<file path="src/rtl/counter_seq_pkg.sv">
// Shared types and constants for the counter sequencer.
package counter_seq_pkg;

  localparam int unsigned CNT_W_DEF = 4;
  localparam int unsigned PRE_W_DEF = 8;
  localparam int unsigned MODE_W    = 2;

  // Program modes; the fourth encoding is reserved and runs as a one-shot.
  localparam logic [MODE_W-1:0] MODE_ONESHOT  = 2'b00;
  localparam logic [MODE_W-1:0] MODE_REPEAT   = 2'b01;
  localparam logic [MODE_W-1:0] MODE_PINGPONG = 2'b10;

  typedef enum logic [2:0] {
    ST_IDLE     = 3'd0,
    ST_CLEAR    = 3'd1,
    ST_RUN_UP   = 3'd2,
    ST_RUN_DOWN = 3'd3,
    ST_DONE     = 3'd4
  } state_e;

  // True in the states where a program owns the counter.
  function automatic logic is_busy(input state_e s);
    return (s == ST_CLEAR) || (s == ST_RUN_UP) || (s == ST_RUN_DOWN);
  endfunction

endpackage

</file>
<file path="src/rtl/tick_gen.sv">
// Programmable prescaler: counts down from the reload value and flags a tick at zero.
module tick_gen #(
  parameter int unsigned PRE_W = 8
) (
  input  logic             clk,
  input  logic             rst,
  input  logic             load_i,
  input  logic             en_i,
  input  logic [PRE_W-1:0] reload_i,
  output logic             tick_o
);

  logic [PRE_W-1:0] pre_q;
  logic [PRE_W-1:0] pre_d;

  // Next prescaler value: explicit load wins, otherwise count down and wrap to reload.
  always_comb begin
    pre_d = pre_q;
    if (load_i) begin
      pre_d = reload_i;
    end else if (en_i) begin
      if (pre_q == '0) begin
        pre_d = reload_i;
      end else begin
        pre_d = pre_q - PRE_W'(1);
      end
    end
  end

  // Prescaler register with synchronous active-low reset.
  always_ff @(posedge clk) begin
    if (!rst) begin
      pre_q <= '0;
    end else begin
      pre_q <= pre_d;
    end
  end

  assign tick_o = (pre_q == '0);

endmodule

</file>
<file path="src/rtl/counter_sequencer.sv">
// Sequencer driving an external up/down counter through one-shot, repeat and ping-pong programs.
module counter_sequencer
  import counter_seq_pkg::*;
#(
  parameter int unsigned WIDTH = 4,
  parameter int unsigned PRE_W = 8
) (
  input  logic             clk,
  input  logic             rst,
  input  logic             start,
  input  logic             stop,
  input  logic [1:0]       mode,
  input  logic [WIDTH-1:0] lo,
  input  logic [WIDTH-1:0] hi,
  input  logic [PRE_W-1:0] rate,
  input  logic [WIDTH-1:0] cnt_q,
  output logic             cnt_en,
  output logic             cnt_up,
  output logic             cnt_clr,
  output logic             busy,
  output logic             done,
  output logic             err
);

  state_e             state_q, state_d;
  logic [1:0]         mode_q, mode_d;
  logic [WIDTH-1:0]   lo_q, lo_d;
  logic [WIDTH-1:0]   hi_q, hi_d;
  logic [PRE_W-1:0]   rate_q, rate_d;
  // Set after the first tick spent at hi in repeat mode; the second tick clears.
  logic               wrap_q, wrap_d;
  logic               err_q, err_d;

  logic               pre_load;
  logic               pre_en;
  logic               tick;

  tick_gen #(
    .PRE_W (PRE_W)
  ) u_tick_gen (
    .clk      (clk),
    .rst      (rst),
    .load_i   (pre_load),
    .en_i     (pre_en),
    .reload_i (rate_q),
    .tick_o   (tick)
  );

  // Next-state, program latch and counter-control decode.
  always_comb begin
    state_d  = state_q;
    mode_d   = mode_q;
    lo_d     = lo_q;
    hi_d     = hi_q;
    rate_d   = rate_q;
    wrap_d   = wrap_q;
    err_d    = 1'b0;
    pre_load = 1'b0;
    pre_en   = 1'b0;
    cnt_en   = 1'b0;
    cnt_clr  = 1'b0;

    case (state_q)
      ST_IDLE: begin
        if (start) begin
          if ((mode == MODE_PINGPONG) && (lo > hi)) begin
            err_d = 1'b1;
          end else begin
            mode_d  = mode;
            lo_d    = lo;
            hi_d    = hi;
            rate_d  = rate;
            state_d = ST_CLEAR;
          end
        end
      end

      ST_CLEAR: begin
        if (stop) begin
          state_d = ST_IDLE;
        end else begin
          cnt_clr  = 1'b1;
          pre_load = 1'b1;
          wrap_d   = 1'b0;
          state_d  = ST_RUN_UP;
        end
      end

      ST_RUN_UP: begin
        if (stop) begin
          state_d = ST_IDLE;
        end else begin
          pre_en = 1'b1;
          if (tick) begin
            if (cnt_q != hi_q) begin
              cnt_en = 1'b1;
            end else begin
              case (mode_q)
                MODE_REPEAT: begin
                  if (wrap_q) begin
                    cnt_clr = 1'b1;
                    wrap_d  = 1'b0;
                  end else begin
                    wrap_d  = 1'b1;
                  end
                end
                MODE_PINGPONG: state_d = ST_RUN_DOWN;
                default:       state_d = ST_DONE;
              endcase
            end
          end
        end
      end

      ST_RUN_DOWN: begin
        if (stop) begin
          state_d = ST_IDLE;
        end else begin
          pre_en = 1'b1;
          if (tick) begin
            if (cnt_q != lo_q) begin
              cnt_en = 1'b1;
            end else begin
              state_d = ST_RUN_UP;
            end
          end
        end
      end

      ST_DONE: begin
        state_d = ST_IDLE;
      end

      default: begin
        state_d = ST_IDLE;
      end
    endcase
  end

  // State and program registers with synchronous active-low reset.
  always_ff @(posedge clk) begin
    if (!rst) begin
      state_q <= ST_IDLE;
      mode_q  <= MODE_ONESHOT;
      lo_q    <= '0;
      hi_q    <= '0;
      rate_q  <= '0;
      wrap_q  <= 1'b0;
      err_q   <= 1'b0;
    end else begin
      state_q <= state_d;
      mode_q  <= mode_d;
      lo_q    <= lo_d;
      hi_q    <= hi_d;
      rate_q  <= rate_d;
      wrap_q  <= wrap_d;
      err_q   <= err_d;
    end
  end

  assign cnt_up = (state_q != ST_RUN_DOWN);
  assign busy   = is_busy(state_q);
  assign done   = (state_q == ST_DONE);
  assign err    = err_q;

endmodule
</file>
<file path="config.mk">
export PLATFORM = sky130hd
export DESIGN_NAME = counter_sequencer
export DESIGN_NICKNAME = d
export VERILOG_FILES = /design/src/rtl/counter_seq_pkg.sv /design/src/rtl/tick_gen.sv /design/src/rtl/counter_sequencer.sv
export SDC_FILE = /design/constraint.sdc
export NUM_CORES = 1
export LEC_CHECK = 0
export BUFFER_PORTS_ARGS = -buffer_cell sky130_fd_sc_hd__buf_2
export CAP_MARGIN = 10
export CORE_ASPECT_RATIO = 1.75
export CORE_MARGIN = 2
export CORE_UTILIZATION = 50
export CTS_BUF_LIST = sky130_fd_sc_hd__clkbuf_16
export CTS_CLUSTER_SIZE = 40
export DETAILED_ROUTE_END_ITERATION = 8
export PLACE_DENSITY = 0.8
export SYNTH_ARGS = -nofsm -noshare
export SYNTH_HDL_FRONTEND = slang
export SYNTH_HIERARCHICAL = 1
export SYNTH_SLANG_ARGS = --single-unit
</file>
<file path="constraint.sdc">
create_clock -name clk -period 5.2 [get_ports clk]
set_clock_uncertainty 0.2 [all_clocks]
set_input_delay 0.78 -clock clk [delete_from_list [all_inputs] [get_ports clk]]
set_output_delay 0.78 -clock clk [all_outputs]
set_load 0.1 [all_outputs]
</file>
==> run metrics, run 1 <==
count of final max-slew check failures=0; status=completed; worst-margin pin slew=0.666 ns; static leakage=0.897 nW; DRT antenna net count=0; CP Capture Type=primary output; Seq pwr share=32.4%; largest net degree at the start of global routing=31; register area share after synthesis=32.2%; Hold Worst Slack=0.263 ns; CTS root buf=clkbuf_16; Initial Utilization=52.6%; Clock transition at path regs=roughly 0.05 ns; top cell type's share of synthesized area=32.2%; crit start category=primary input; Vias=1730; Syn Std Cell Area=1930 sq um; die width=50.9 um; Worst slew margin=a little under three fifths; Avg Cell Area, Syn=a little under 9 sq um; post-layout min period=3.46 ns; Port Buffer Count=31; GP Congestion=0.873; DRC viols=0; async set or reset register ratio after synthesis=0%; Setup Buffers After CTS=0; total track usage=22.9%; Max Fclk=0.289 GHz; share of layout cells above drive strength 1=24.7%; Worst-Skew Late Latency=roughly 0.28 ns; Synth Flop Type=dfxtp_1; setup ws final=1.74 ns; H-tree levels=2; Resized Gates After CTS=0; first-pass GRT wire length=7610 um; vias per inst=between 5 and 6; Worst Path Arrival=2.48 ns; most frequent cells in the layout=dfxtp_1 (31), buf_2 (31), o21ai_0 (19); I/O pins=32; WS Path Type=primary input to primary output; Post-synth EDFFs=0; total gr overflow=0; Final setup viols=0; Synth Net Count=251; share of power burned in combinational logic=between 30% and 40%; #FFs+latches synth=31; switching share of total power=between 30% and 40%; Warnings, synthesis=6; Max-cap violations=0; number of global-route vias before repair=1685; Setup Slack @ Placement=1.77 ns; antenna cells=0; VDD IR-drop max=0.314 mV; Final #Nets=278; Worst Path Required=4.22 ns; Core Area=around 3700 sq um; standard-cell rows=29; post-DR wirelength/cell=15.2 um; Area contributors post-synth=dfxtp_1 (32%), a21boi_1 (7.0%), o21ai_0 (4.9%); PwrDens=431 nW/um^2; Fill cells=334; CTS Hold Buffers Added=0; top cell type by total area after synthesis=dfxtp_1; Setup TNS=0 ns; Hold Fails Final Rpt=0; detailed-placement wirelength estimate=3200 um; initial antenna violation count=0; Final Routed Wirelength=4450 um; CTS sink cnt=31; Mapped Cells=approximately 220; Sw Pwr=0.367 mW; Worst Path Max Fanout=14; Final period util=66.6%; Die Y=86.1 um; total CTS buffers=5; internal power=about 0.6 mW; DIE AREA=4390 sq um; Clk pwr share=28.3%; HP Class=flip-flop to flip-flop; Longest Clk Path Bufs=2; Initial DRC Count=32; RSZ-0062 raised after global routing=no; DRT Pass-1 Iters=4; CTS tree=built; Area growth, synth to finish=15.6%; Yosys cell types=~60
==> final cells by class <==
| type | instances | area [sq um] | share of cell area (%) |
|---|---|---|---|
| Clock buffer | 5 | 125 | 5.61 |
| Clock inverter | 3 | 12.5 | 0.561 |
| Inverter | 9 | 33.8 | 1.52 |
| Multi-Input combinational cell | 166 | 1210 | 54.3 |
| Sequential cell | 31 | 621 | 27.8 |
| Tap cell | 46 | 57.6 | 2.58 |
| Timing Repair Buffer | 33 | 170 | 7.63 |
==> per-stage QoR <==
stage / utilization (%) / cell area [sq um] / total power [mW] / instances
4_1_cts: 60.8 / 2230 / 0.966 / 293
2_1_floorplan: - / 1930 / 0.624 / 219
3_3_place_gp: 57.1 / 2090 / 0.687 / 285
3_5_place_dp: 57.1 / 2090 / 0.691 / 285
6_report: 60.8 / 2230 / 0.961 / 293
5_1_grt: 60.8 / 2230 / 1.02 / 293
==> power by group through the flow <==
stage                     combinational [mW]  clock (mW)  sequential [mW]
after floorplan                        0.328           0            0.297
after detailed placement               0.375           0            0.316
after CTS                              0.378       0.276            0.312
after global placement                 0.372           0            0.314
after global routing                   0.416       0.289            0.317
final                                  0.377       0.272            0.312
==> worst paths after layout <==
path / from / to / slack (ns) / depth (start not counted)
setup / recovery: stop / cnt_en / 1.74 / 6
hold / removal: rate_q[3] / u_tick_gen/pre_q[3] / 0.26 / 2
setup reg to reg: u_tick_gen/pre_q[0] / state_q[2] / 2.77 / 9
hold reg to reg: rate_q[3] / u_tick_gen/pre_q[3] / 0.26 / 2
==> critical path, stage by stage <==
cell       delay [ns]
buf_2            0.13
nor3b_4          0.49
nor2b_4          0.28
o2bb2ai_2        0.13
and4b_2          0.23
buf_2            0.42
==> kinds of logic after synthesis <==
kind of cell | count (synthesis) | share of synthesized area (%)
compound gates | 75 | 26.2
xor+xnor | 10 | 4.54
fa+ha+maj | 6 | 3.89
buf+inv | 22 | 5.39
flops | 31 | 32.2
mux | 4 | 2.40
simple gates | 71 | 25.4
==> cells in the mapped netlist, drive strengths merged (3+ instances only) <==
cell type  instances
dfxtp             31
nand3             20
o21ai             20
a21boi            18
a21oi             10
inv                9
nand2              9
buf                8
ha                 6
nor2               6
clkbuf             5
nor2b              5
nor3               5
xnor2              5
xor2               5
a211oi             4
a21o               4
a31oi              4
nor3b              4
and2               3
nand3b             3
nand4              3
nor4b              3
o211ai             3
==> flip-flops by register name (all words and copies together), names as in the netlist <==
signal	cells
err	1
hi_q	4
state_q	3
u_tick_gen/pre_q	8
mode_q	2
lo_q	4
wrap_q	1
rate_q	8
==> per-layer routing <==
metal / track usage, % / wire length [um] / up-vias / share of wire, %
met5: 0 / 0 / - / 0
li1: - / - / 859 / -
met3: 3.48 / 106 / 8 / 2.4
met4: 11.8 / 118 / 0 / 2.7
met1: 24.5 / 1750 / 830 / 39
met2: 41.9 / 2470 / 33 / 56
Note: power is estimated with default switching activity, not from simulation.
==> run 2, diff against run 1 <==
==> constraint.sdc (replaced) <==
create_clock -name clk -period 3.35 [get_ports clk]
set_clock_uncertainty 0.2 [all_clocks]
set_input_delay 0.5025 -clock clk [delete_from_list [all_inputs] [get_ports clk]]
set_output_delay 0.5025 -clock clk [all_outputs]
set_load 0.1 [all_outputs]
==> run 2 against run 1 <==
- flip-flop and latch count is the same
- cell area grew 0.95%
- sequential share of layout area shrank 0.26 points
- utilization grew 0.58 points
- routed wire length grew 1.7%
- critical path depth grew 2
- total power grew 58%
- final cell count grew 1.0%
- hold slack lost 0.0010 ns
- clock power grew 56%
- sequential power grew 55%
- worst setup slack lost 1.3 ns
- largest cell class unchanged
==> run metrics, run 2 (synthesis results as in run 1) <==
RSZ-0062 raised after global routing=no; status=completed; Hold Fails Final Rpt=0; CTS tree=built; fin cells=approximately 300; CP Capture Type=primary output; CTS root buf=clkbuf_16; PwrDens=673 nW/um^2; WS Path Type=flip-flop to primary output; Resized Gates After CTS=0; total CTS buffers=5; Worst slew margin=54.7%; Initial Utilization=between 50% and 60%; HP Class=flip-flop to flip-flop; initial antenna violation count=0; register area=621 sq um; CTS sink cnt=31; Hold Worst Slack=0.262 ns; DIE AREA=approximately 4400 sq um; number of global-route vias before repair=1759; worst-margin pin slew=between 0.6 and 0.7 ns; Cells after DPL=~290; Worst Path Arrival=2.17 ns; vias per inst=5.96; VDD IR-drop max=0.415 mV; GP Congestion=0.846; CTS Hold Buffers Added=0; multi-input logic area=1210 sq um; Core Area=3660 sq um; Worst Path Required=2.65 ns; post-DR wirelength/cell=between 15 and 20 um; Initial DRC Count=43; H-tree levels=2; Port Buffer Count=31; Longest Clk Path Bufs=2; Max-cap violations=0; Vias=~1800; Fill cells=340; Setup Buffers After CTS=0; Worst Path Max Fanout=5; detailed-placement wirelength estimate=3280 um; DRT antenna net count=0; Final Routed Wirelength=4530 um; Worst-Skew Late Latency=approximately 0.28 ns; die width=50.9 um; count of final max-slew check failures=0; Final #Nets=281; DRT Pass-1 Iters=4; standard-cell rows=29; share of layout cells above drive strength 1=about a quarter; Final period util=85.7%; Area growth, synth to finish=16.7%; Setup TNS=0 ns; total power=roughly 1.5 mW; Max Fclk=0.348 GHz; largest net degree at the start of global routing=31; DRC viols=0; post-layout min period=around 2.9 ns; most frequent cells in the layout=dfxtp_1 (31), buf_2 (31), o21ai_0 (19); Final setup viols=0; Die Y=86.1 um; biggest regs=rate_q: 8 flops, u_tick_gen/pre_q: 8 flops; total track usage=a little under a quarter; crit start category=flip-flop; I/O pins=32; Util after Layout=61.4%; first-pass GRT wire length=7800 um; static leakage=a little over 0.9 nW; antenna cells=0; Clock transition at path regs=about 0.05 ns; total gr overflow=0
-- run 2: path summary, 6_finish.rpt --
check | startpoint | endpoint | slack [ns] | cells past startpoint
setup / recovery | u_tick_gen/pre_q[0] | cnt_clr | 0.48 | 8
hold / removal | rate_q[3] | u_tick_gen/pre_q[3] | 0.26 | 2
setup reg to reg | u_tick_gen/pre_q[0] | state_q[2] | 1.20 | 9
hold reg to reg | rate_q[3] | u_tick_gen/pre_q[3] | 0.26 | 2
-- run 2: final cells by class --
class,instances,share of cell area (%)
clock inverters,3,0.500
repair buffers,36,8.56
inverters,9,1.50
clock buffers,5,5.56
flip-flops and latches,31,27.6
well taps,46,2.56
multi-input cells,166,53.8
-- run 2: power by group --
| group | total [mW] | internal, mW | switching [mW] | leakage, nW |
|---|---|---|---|---|
| Combinational | 0.607 | 0.250 | 0.357 | 0.582 |
| Sequential | 0.484 | 0.420 | 0.0633 | 0.253 |
| Clock | 0.423 | 0.267 | 0.157 | 0.0701 |
-- run 2: routing by layer --
metal | up-vias | part of all wire [%] | global-route usage [%]
li1 | 870 | - | -
met1 | 833 | 37 | 24.9
met4 | 0 | 3.5 | 14.0
met3 | 14 | 3.5 | 3.31
met5 | - | 0 | 0
met2 | 47 | 56 | 41.9
-- run 2: stage by stage --
stage,worst slack (ns),cell area (sq um)
2_1_floorplan,0.558,1930
3_3_place_gp,0.791,2110
3_5_place_dp,0.759,2110
4_1_cts,0.470,2250
5_1_grt,0.255,2250
6_report,0.478,2250
-- run 2: critical path: stages, from the launching register on --
cell and delay (ns):
dfxtp_1 0.34, inv_1 0.09, ha_1 0.17, nor4b_4 0.20
and2_2 0.21, inv_1 0.06, nor3_2 0.25, a21o_1 0.15
buf_2 0.41
==> run 3, diff against run 2 <==
--- a/config.mk
+++ b/config.mk
@@ -6,7 +6,6 @@
 export NUM_CORES = 1
 export LEC_CHECK = 0
 export BUFFER_PORTS_ARGS = -buffer_cell sky130_fd_sc_hd__buf_2
-export CAP_MARGIN = 10
 export CORE_ASPECT_RATIO = 1.75
 export CORE_MARGIN = 2
 export CORE_UTILIZATION = 50
==> constraint.sdc (replaced) <==
create_clock -name clk -period 3.3 [get_ports clk]
set_clock_uncertainty 0.2 [all_clocks]
set_input_delay 0.495 -clock clk [delete_from_list [all_inputs] [get_ports clk]]
set_output_delay 0.495 -clock clk [all_outputs]
set_load 0.1 [all_outputs]
==> run 3 against run 2 <==
- utilization unchanged
- hold slack improved by 0.010 ns
- count of clock-buffer cells in the layout unchanged
- non-clock buffer count unchanged
- first-iteration DRC count increased by 9.3%
- via count decreased by 0.28%
- flip-flop and latch count unchanged
- cell area unchanged
- total power increased by 1.7%
- sequential share of layout area unchanged
- die area unchanged
==> run metrics, run 3 (synthesis results as in run 1) <==
Final setup viols=0; status=completed; biggest regs=rate_q: 8 flops, u_tick_gen/pre_q: 8 flops; Worst Path Arrival=approximately 2.2 ns; WS Path Type=flip-flop to primary output; Max-cap violations=0; Resized Gates After CTS=0; total track usage=22.0%; static leakage=0.905 nW; setup ws final=0.431 ns; total CTS buffers=5; CTS sink cnt=31; H-tree levels=2; largest net degree at the start of global routing=31; Vias=1759; first-pass GRT wire length=7360 um; worst reg-to-reg path cell count=6; die width=50.9 um; PwrDens=684 nW/um^2; GR Util met3=2.96%; I/O pins=32; detailed-placement wirelength estimate=3190 um; Setup Slack @ Placement=0.720 ns; Final #Nets=between 200 and 300; Fill cells=331; CTS tree=built; CTS root buf=clkbuf_16; vias per inst=5.94; DIE AREA=4390 sq um; HP Class=flip-flop to flip-flop; hold depth=2; GR peak layer=met2; number of global-route vias before repair=~1700; Worst slew margin=a little over half; Hold Fails Final Rpt=0; VDD IR-drop max=between 0.6 and 0.7 mV; Area growth, synth to finish=16.7%; initial antenna violation count=0; standard-cell rows=29; GRT met1 Usage=22.2%; Core Area=3660 sq um; Port Buffer Count=31; Setup TNS=0 ns; crit start category=flip-flop; DRT Pass-1 Iters=4; Die Y=86.1 um; DRC viols=0; DRT antenna net count=0; antenna cells=0; post-DR wirelength/cell=15.4 um; CP Capture Type=primary output; Design Area, Final=2250 sq um; Final period util=87.0%; GP Congestion=0.815; count of final max-slew check failures=0; total gr overflow=0; Worst Path Required=around 2.6 ns; Worst Path Max Fanout=12; met2 GRT Util=39.6%; Setup Buffers After CTS=0; total power=1.54 mW; CTS Hold Buffers Added=0; Longest Clk Path Bufs=2; post-layout min period=~2.9 ns; Worst-Skew Late Latency=0.27 ns; Clock transition at path regs=~0.050 ns; Max Fclk=about 0.35 GHz; Final Routed Wirelength=4550 um; Placed Instance Area=2110 sq um; Initial DRC Count=47; share of layout cells above drive strength 1=25.2%; most frequent cells in the layout=dfxtp_1 (31), buf_2 (31), o21ai_0 (19); RSZ-0062 raised after global routing=no; Initial Utilization=52.6%; worst-margin pin slew=0.678 ns
==> run 3: cell counts in the layout (fill, tap and decap cells not counted) <==
No cell type changed its count.
==> run 3: layer usage <==
layer  vias to the layer above  wire [um]
li1                        870          -
met1                       838       1750
met2                        41       2510
met3                        10        118
met4                         0        167
met5                         -          0
==> run 3: path summary, 6_finish.rpt <==
check | slack (ns) | from | end
worst max-delay path | 0.43 | state_q[1] | cnt_clr
worst min register to register | 0.27 | rate_q[4] | u_tick_gen/pre_q[4]
worst max register to register | 1.14 | state_q[0] | u_tick_gen/pre_q[0]
worst min-delay path | 0.27 | rate_q[4] | u_tick_gen/pre_q[4]
==> run 3: critical path, stage by stage, from the launching register on <==
cell and delay, ns:
dfxtp_1 0.55, nor3b_4 0.30, buf_4 0.22, nand3_2 0.10
nor3_2 0.16, a21o_1 0.15, buf_2 0.41
==> run 3: final cells by class <==
class / instances / area [sq um] / share of cell area, %
Multi-Input combinational cell: 166 / 1210 / 53.8
Sequential cell: 31 / 621 / 27.6
Timing Repair Buffer: 36 / 193 / 8.56
Clock buffer: 5 / 125 / 5.56
Tap cell: 46 / 57.6 / 2.56
Inverter: 9 / 33.8 / 1.50
Clock inverter: 3 / 11.3 / 0.500
==> run 3: per-stage QoR <==
stage | instances | util (%) | hold slack [ns]
after floorplan | 219 | - | 0.242
after global placement | 288 | 57.7 | 0.260
after detailed placement | 288 | 57.7 | 0.267
after CTS | 296 | 61.4 | 0.270
after global routing | 296 | 61.4 | 0.283
final | 296 | 61.4 | 0.272
==> run 3: report_power, final <==
| part | total, mW | leakage (nW) | switching, mW | internal, mW |
|---|---|---|---|---|
| Clock | 0.423 | 0.0701 | 0.153 | 0.271 |
| Combinational | 0.625 | 0.582 | 0.371 | 0.254 |
| Sequential | 0.492 | 0.253 | 0.0648 | 0.427 |
| Total | 1.54 | 0.905 | 0.589 | 0.951 |
